### src/rtl/digit_serial_addsub.sv
// Multi-digit add/subtract built around a 4-bit slice: one digit per clock, LS digit first.
// Latency: start accepted at edge E0, done pulses in the cycle after edge E0+NDIGITS.
// Backpressure: start is ignored while busy; back-to-back issue is one op per NDIGITS+1 cycles.
//
// Ports:
//   clk, reset        : clock and synchronous active-high reset (reset wins over everything)
//   start             : request pulse, accepted only when busy=0
//   opa, opb, subtract: operands and op select, sampled on the accepted start edge
//   busy, done        : busy while digits are being processed; done is a one-cycle pulse
//   result, cout      : registered W-bit result and carry out (subtract: 1 = no borrow)
//   overflow          : two's-complement overflow of the W-bit operation
module digit_serial_addsub #(
  parameter int NDIGITS = 4
) (
  input  logic                   clk,
  input  logic                   reset,
  input  logic                   start,
  input  logic [4*NDIGITS-1:0]   opa,
  input  logic [4*NDIGITS-1:0]   opb,
  input  logic                   subtract,
  output logic                   busy,
  output logic                   done,
  output logic [4*NDIGITS-1:0]   result,
  output logic                   cout,
  output logic                   overflow
);

  localparam int W  = 4 * NDIGITS;
  localparam int IW = (NDIGITS > 1) ? $clog2(NDIGITS) : 1;

  typedef enum logic {IDLE = 1'b0, RUN = 1'b1} state_t;

  state_t          state, state_nxt;
  logic [W-1:0]    a_q, b_q, work_q, work_nxt;
  logic            carry_q;
  logic [IW-1:0]   idx_q;
  logic            last;
  logic [3:0]      a_dig, b_dig;
  logic [4:0]      sum;
  logic            c3;

  // ---------------------------------------------------------------
  // Digit slice
  // ---------------------------------------------------------------
  always_comb begin
    a_dig    = '0;
    b_dig    = '0;
    work_nxt = work_q;
    for (int d = 0; d < NDIGITS; d++) begin
      if (idx_q == IW'(d)) begin
        a_dig = a_q[4*d +: 4];
        b_dig = b_q[4*d +: 4];
      end
    end
    // Full 5-bit sum so the digit carry is never lost to truncation.
    sum = {1'b0, a_dig} + {1'b0, b_dig} + {4'b0000, carry_q};
    // Carry into bit 3 recovered from the sum bit: s3 = a3 ^ b3 ^ c3.
    c3  = sum[3] ^ a_dig[3] ^ b_dig[3];
    for (int d = 0; d < NDIGITS; d++) begin
      if (idx_q == IW'(d)) begin
        work_nxt[4*d +: 4] = sum[3:0];
      end
    end
  end

  assign last = (idx_q == IW'(NDIGITS - 1));

  // ---------------------------------------------------------------
  // FSM: state register / next state / outputs
  // ---------------------------------------------------------------
  always_ff @(posedge clk) begin
    if (reset) begin
      state <= IDLE;
    end else begin
      state <= state_nxt;
    end
  end

  always_comb begin
    state_nxt = state;
    case (state)
      IDLE:    if (start) state_nxt = RUN;
      RUN:     if (last)  state_nxt = IDLE;
      default: state_nxt = IDLE;
    endcase
  end

  always_comb begin
    busy = (state == RUN);
  end

  // ---------------------------------------------------------------
  // Datapath
  // ---------------------------------------------------------------
  always_ff @(posedge clk) begin
    if (reset) begin
      a_q      <= '0;
      b_q      <= '0;
      work_q   <= '0;
      carry_q  <= 1'b0;
      idx_q    <= '0;
      done     <= 1'b0;
      result   <= '0;
      cout     <= 1'b0;
      overflow <= 1'b0;
    end else begin
      done <= 1'b0;
      case (state)
        IDLE: begin
          if (start) begin
            a_q     <= opa;
            // Subtraction as A + ~B + 1: the +1 enters as the initial carry.
            b_q     <= subtract ? ~opb : opb;
            carry_q <= subtract;
            idx_q   <= '0;
          end
        end
        RUN: begin
          work_q  <= work_nxt;
          carry_q <= sum[4];
          idx_q   <= idx_q + 1'b1;
          if (last) begin
            result   <= work_nxt;
            cout     <= sum[4];
            overflow <= c3 ^ sum[4];
            done     <= 1'b1;
          end
        end
        default: ;
      endcase
    end
  end

endmodule

### config.mk
export PLATFORM = sky130hd
export DESIGN_NAME = digit_serial_addsub
export DESIGN_NICKNAME = d
export VERILOG_FILES = /design/src/rtl/digit_serial_addsub.sv
export SDC_FILE = /design/constraint.sdc
export NUM_CORES = 1
export LEC_CHECK = 0
export BUFFER_PORTS_ARGS = -buffer_cell sky130_fd_sc_hd__buf_2
export CORE_AREA = 2 2 86 88
export DETAILED_ROUTE_END_ITERATION = 10
export DIE_AREA = 0 0 88 90
export PLACE_DENSITY = 0.65
export SLEW_MARGIN = 20
export SYNTH_ARGS = -nofsm -noshare
export SYNTH_HDL_FRONTEND = slang
export SYNTH_SLANG_ARGS = --single-unit
### constraint.sdc
create_clock -name clk -period 7.8 [get_ports clk]
set_clock_uncertainty 0.2 [all_clocks]
set_input_delay 0.78 -clock clk [delete_from_list [all_inputs] [get_ports clk]]
set_output_delay 0.78 -clock clk [all_outputs]
set_load 0.05 [all_outputs]
# [Word-level counts from Yosys, hierarchy flattened]
# Cells that the tools add are included.
[word_totals] out_inout_bits=20 register_bits=71 wordCells=47
[classes] reduce_logical=4 n_eq_ne=4 addsub=3 mux=21 bitwise=5
[ops] op="$mux 4" count=12
[ops] op="$mux 16" count=1
[ops] op="$not 16->16" count=1
[ops] op="$add 4x4->5" count=1
[ops] op="$add 5x1->5" count=1
[ops] op="$eq 2x2->1 const B" count=2
[ops] op="$mux 1" count=4
[ops] op="$pmux 1 s2" count=2
[ops] op="$pmux 2 s2" count=1
[ops] op="$reduce_and 2->1" count=2
[ops] op="$xor 1x1->1" count=3
[ops] op="$add 2x1->2 const B" count=1
[ops] op="$eq 2x1->1 const B" count=1
[ops] op="$logic_not 2->1" count=1
[ops] op="$mux 2" count=1
[ops] op="$ne 2x2->1 const B" count=1
[ops] op="$reduce_or 2->1" count=1
[ops] op="$not 1->1" count=1

# [Longest topological paths before layout]
[depth] depth_word=10 mapped_depth=16 mapped_depth_nobuf=15

# [Least setup slack after synthesis]
# Ideal clock, no wire load.
[synth_path] path_type="register to register" startpoint="register idx_q[0]" endpoint="register overflow" arrival_time_ns=2.994 setup_slack_ns=4.490 synth_period_minus_slack_ns=3.310 stages_incl_launch_ff=16 cell_sequence="dfxtp_1 > inv_1 > ha_1 > buf_2 > clkbuf_1 > a21oi_1 > nor2_1 > a21oi_1 > fa_1 > inv_1 > fa_1 > a21o_2 > a21oi_1 > xor2_1 > xnor3_1 > a22o_1"
[synth_via] elab_chain_cells=10 elab_cells_between_ends=18 cone_classes="2 x add/sub; 3 x eq/ne; 8 x mux; 3 x bitwise; 2 x reduce/logical"
[synth_rtl] element="start: declaration" line="36" rtl="logic [IW-1:0] idx_q;"
[synth_rtl] element="start signal: assignment" line="121" rtl="idx_q <= idx_q + 1'b1;"
[synth_rtl] element="$logic_not 2->1" line="50" rtl="if (idx_q == IW'(d)) begin"
[synth_rtl] element="$mux 4 (4 in series)" line="50"
[synth_rtl] element="$add 4x4->5" line="56" rtl="sum = {1'b0, a_dig} + {1'b0, b_dig} + {4'b0000, carry_q};"
[synth_rtl] element="$add 5x1->5" line="56"
[synth_rtl] element="$xor 1x1->1 (2 in series)" line="58" rtl="c3 = sum[3] ^ a_dig[3] ^ b_dig[3];"
[synth_rtl] element="$xor 1x1->1" line="125" rtl="overflow <= c3 ^ sum[4];"
[synth_rtl] element="end signal: assignment" line="125"
[synth_rtl] element="end: declaration" line="25" rtl="output logic overflow"
# Parallel ways exist; a longest one is shown, timed or not.
# A chain may end at the register's enable or synchronous reset.

# [Worst setup path after layout]
[layout_path] startpoint="register idx_q[1]" endpoint="register overflow"
# The elaborated chain is that of the path after synthesis.

==> results.py <==
metrics = {
    "placed_design": {
        "routabilityCongestion": 0.764,
        "portBuffers": 55,
        "hpwl_um": 4230,
        "placed_cell_area_sq_um": 3340,
    },
    "power_and_ir_drop": {
        "power.leakage_nw": 1.42,
        "peakVddDrop_uv": 122,
        "pwr-share-comb": 0.142,
        "p_int_mw": 0.596,
        "clock_power_share": 0.400,
        "power.density_nw_per_um2": 225,
        "p_sw_frac": 0.259,
        "switching_power_mw": 0.208,
        "power_frac_seq": 0.458,
    },
    "clock_network": {
        "cts_setup_buffers": 0,
        "htreeDepth": 3,
        "cts_buffers": 9,
        "cts_root_buf": "clkbuf_8",
        "ctsHoldBuffers": 0,
        "clk_latency_ns": 0.34,
        "path_clk_slew_ns": 0.08,
        "cts_tree": "done",
        "clock_sinks": 67,
        "cts.repair.resized": 0,
        "cts.path.max_buffers": 2,
    },
    "setup_path": {
        "cpMostUsedCell": "a21oi_1",
        "r2r-start": "idx_q[1]",
        "crit_buf_inv": 2,
        "criticalPathCategory": "flip-flop to flip-flop",
        "crit_family": "adder cells",
        "cp.arrival_ns": 3.85,
        "reg2reg_to": "overflow",
        "crit_path_end_kind": "flip-flop",
        "slowest_delay_ns": 0.68,
        "worstPathMaxFanout": 23,
        "startpoint_type": "flip-flop",
        "critPathRequiredTime_ns": 7.83,
        "rr_worst_depth": 15,
        "ff2ff_setup_slack_ns": 3.98,
        "crit_slowest_cell": "ha_1",
        "cp_cell_sequence": "inv_1 -> ha_1 -> nand3b_1 -> a21oi_1 -> a21oi_1 -> nor2_1 -> a21oi_1 -> fa_1 -> inv_1 -> fa_1 -> a21o_2 -> a21oi_1 -> xor2_1 -> xnor3_1 -> a22o_1",
    },
    "routing": {
        "drt-total-wl_um": 6090,
        "detail_route.wl_per_cell_um": 12.1,
        "drt_iter0_markers": 108,
        "viasPerCell": 4.83,
        "vias": 2426,
        "ant_nets": 0,
        "drc": 0,
        "drtPass1Iterations": 4,
    },
    "logic_synthesis": {
        "ys_warn_count": 0,
        "ys_seq_area_frac": 0.438,
        "synth_area_sq_um": 3060,
        "synthCells": 361,
        "syn_area_per_cell_sq_um": 8.48,
        "ys_types": 34,
        "synth-seq-cells": 67,
        "synth_fp_nets": 406,
    },
    "cells_and_area": {
        "drive_above_1_share": 0.203,
        "syn_to_final_growth_pct": 16.6,
        "n_antenna_cell": 0,
        "nNetsFinal": 443,
        "final_area_sq_um": 3570,
    },
    "floorplanning": {
        "fp.dieArea_sq_um": 7920,
        "num_io_pins": 56,
        "start_util": 0.436,
        "coreArea_sq_um": 7020,
        "die_w_um": 88,
        "die_h_um": 90,
        "rows": 31,
    },
    "sta": {
        "tns_ns": 0,
        "fmax_mhz": 262,
        "finalHoldViolations": 0,
        "slew_viol_final": 0,
        "relSlewSlack": 0.398,
        "tightest_slew_ns": 0.903,
        "min_period_ns": 3.82,
        "rsz0062_at_grt": "no",
        "setup_violations": 0,
        "fin_crit_sh": 0.489,
        "hold_slack_ns": 0.250,
    },
    "min_path": {
        "hold_end": "result[5]",
        "whs_path_depth": 2,
        "hp-start": "result[5]",
        "hold_class": "flip-flop to flip-flop",
    },
    "job": {
        "maxCapViolations": 0,
    },
    "status": {
        "status": "finished, final reports clean",
    },
    "global_route": {
        "antenna_found_initial": 0,
        "groute.usage.overall": 0.167,
        "grt_overflow": 0,
        "grt_pass1_wl_um": 10500,
        "grt_pass1_vias": 2344,
        "grt_max_degree": 50,
    },
}
-- worst reg2reg max path, delay by kind of cell, from the launching register on --
| kind | cells | cell delay, ns |
|---|---|---|
| compound gates | 6 | 1.08 |
| xor+xnor | 2 | 0.42 |
| fa+ha+maj | 3 | 1.29 |
| buf+inv | 2 | 0.15 |
| flops | 1 | 0.33 |
| simple gates | 2 | 0.25 |
-- synth_stat cells --
| master | count | area [sq um] |
|---|---|---|
| buf_2 | 8 | 40.0 |
| nand2_1 | 70 | 263 |
| a22o_1 | 2 | 17.5 |
| a21o_2 | 1 | 8.76 |
| a21oi_4 | 1 | 16.3 |
| or2_2 | 1 | 6.26 |
| clkbuf_1 | 20 | 75.1 |
| nor2b_1 | 2 | 12.5 |
| o31a_1 | 1 | 8.76 |
| nor3b_1 | 1 | 7.51 |
| nand2b_4 | 1 | 13.8 |
| a211oi_1 | 24 | 180 |
| nand3b_1 | 7 | 52.6 |
| dfxtp_1 | 67 | 1340 |
| nand2b_1 | 1 | 6.26 |
| buf_6 | 1 | 11.3 |
| mux2i_1 | 12 | 120 |
| o21a_1 | 1 | 7.51 |
| a211oi_4 | 1 | 20.0 |
| buf_1 | 2 | 7.51 |
| xor2_4 | 1 | 27.5 |
| o21ai_0 | 27 | 135 |
| fa_1 | 2 | 40.0 |
| xnor3_1 | 1 | 22.5 |
| and2_1 | 3 | 18.8 |
| nor3_1 | 2 | 10.0 |
| a211oi_2 | 1 | 12.5 |
| ha_1 | 7 | 87.6 |
| xnor2_1 | 17 | 149 |
| a21oi_1 | 34 | 170 |
| inv_1 | 5 | 18.8 |
| nor2_1 | 35 | 131 |
| xor2_1 | 1 | 8.76 |
| nor2b_4 | 1 | 13.8 |
-- flip-flops by register name, indices dropped and copies added, names as in the netlist --
register / cells
result: 16
cout: 1
busy: 1
work_q: 12
b_q: 16
done: 1
overflow: 1
carry_q: 1
idx_q: 2
a_q: 16
-- worst max-delay path by stage --
stage / start / endpoint / slack, ns / depth (start not counted)
floorplan: idx_q[0] / overflow / 4.49 / 15
CTS: idx_q[1] / overflow / 3.97 / 15
global placement: idx_q[1] / overflow / 4.12 / 15
global route: idx_q[1] / overflow / 3.70 / 15
finish: idx_q[1] / overflow / 3.98 / 15
detailed placement: idx_q[1] / overflow / 4.00 / 15
-- cell families (layout without fill, tap and decap cells) --
family                     after synthesis  count (layout)  share of synthesized area
and+or+nand+nor                        124             124                      0.175
xor gates and xnor gates                20              20                     0.0678
buffers and inverters                   36              78                     0.0499
AOI/OAI and AO/OA                       93              93                      0.188
muxes                                   12              12                     0.0392
DFF                                     67              67                      0.438
adders and majority gates                9               9                     0.0417
-- layer usage --
| metal | track usage | part of all wire | vias to the layer above | wire length (um) |
|---|---|---|---|---|
| met3 | 0.0331 | 0.033 | 8 | 200 |
| met4 | 0.0885 | 0.020 | 0 | 123 |
| met5 | 0 | 0 | - | 0 |
| met1 | 0.208 | 0.48 | 1098 | 2900 |
| li1 | - | - | 1279 | - |
| met2 | 0.270 | 0.47 | 41 | 2860 |
-- per-stage QoR --
stage | utilization | setup WS, ns | power, mW | instances
floorplan | - | 4.49 | 0.463 | 361
global placement | 0.476 | 4.12 | 0.489 | 486
detailed placement | 0.476 | 4.00 | 0.492 | 486
CTS | 0.509 | 3.97 | 0.812 | 502
global route | 0.509 | 3.70 | 0.841 | 502
finish | 0.509 | 3.98 | 0.803 | 502
-- layout by cell type (no fill, tap or decap), types with 2 or more instances in the layout --
master / netlist / final
bufinv_16: 0 / 2
ha_1: 7 / 7
o21ai_0: 27 / 27
mux2i_1: 12 / 12
a211oi_1: 24 / 24
nor2_1: 35 / 35
clkinvlp_4: 0 / 2
nand2_1: 70 / 70
and2_1: 3 / 3
nand3b_1: 7 / 7
dfxtp_1: 67 / 67
buf_2: 8 / 55
nor3_1: 2 / 2
xnor2_1: 17 / 17
fa_1: 2 / 2
a22o_1: 2 / 2
clkbuf_8: 0 / 10
a21oi_1: 34 / 34
buf_4: 0 / 2
inv_1: 5 / 5
-- power groups by stage --
stage | combinational [mW] | clock [mW] | sequential (mW)
6_report | 0.114 | 0.321 | 0.368
5_1_grt | 0.129 | 0.342 | 0.370
4_1_cts | 0.116 | 0.328 | 0.368
3_5_place_dp | 0.116 | 0 | 0.376
3_3_place_gp | 0.113 | 0 | 0.376
2_1_floorplan | 0.0887 | 0 | 0.374
-- layout make-up --
cell class                 count  area (sq um)
clock buffer                  10           138
clock inverter                 6          88.8
fill                         698          3450
inverter                       5          18.8
multi-input combinational    258          1570
sequential                    67          1340
tap                           99           124
timing repair buffer          57           290
(Power assumes the default switching activity.)
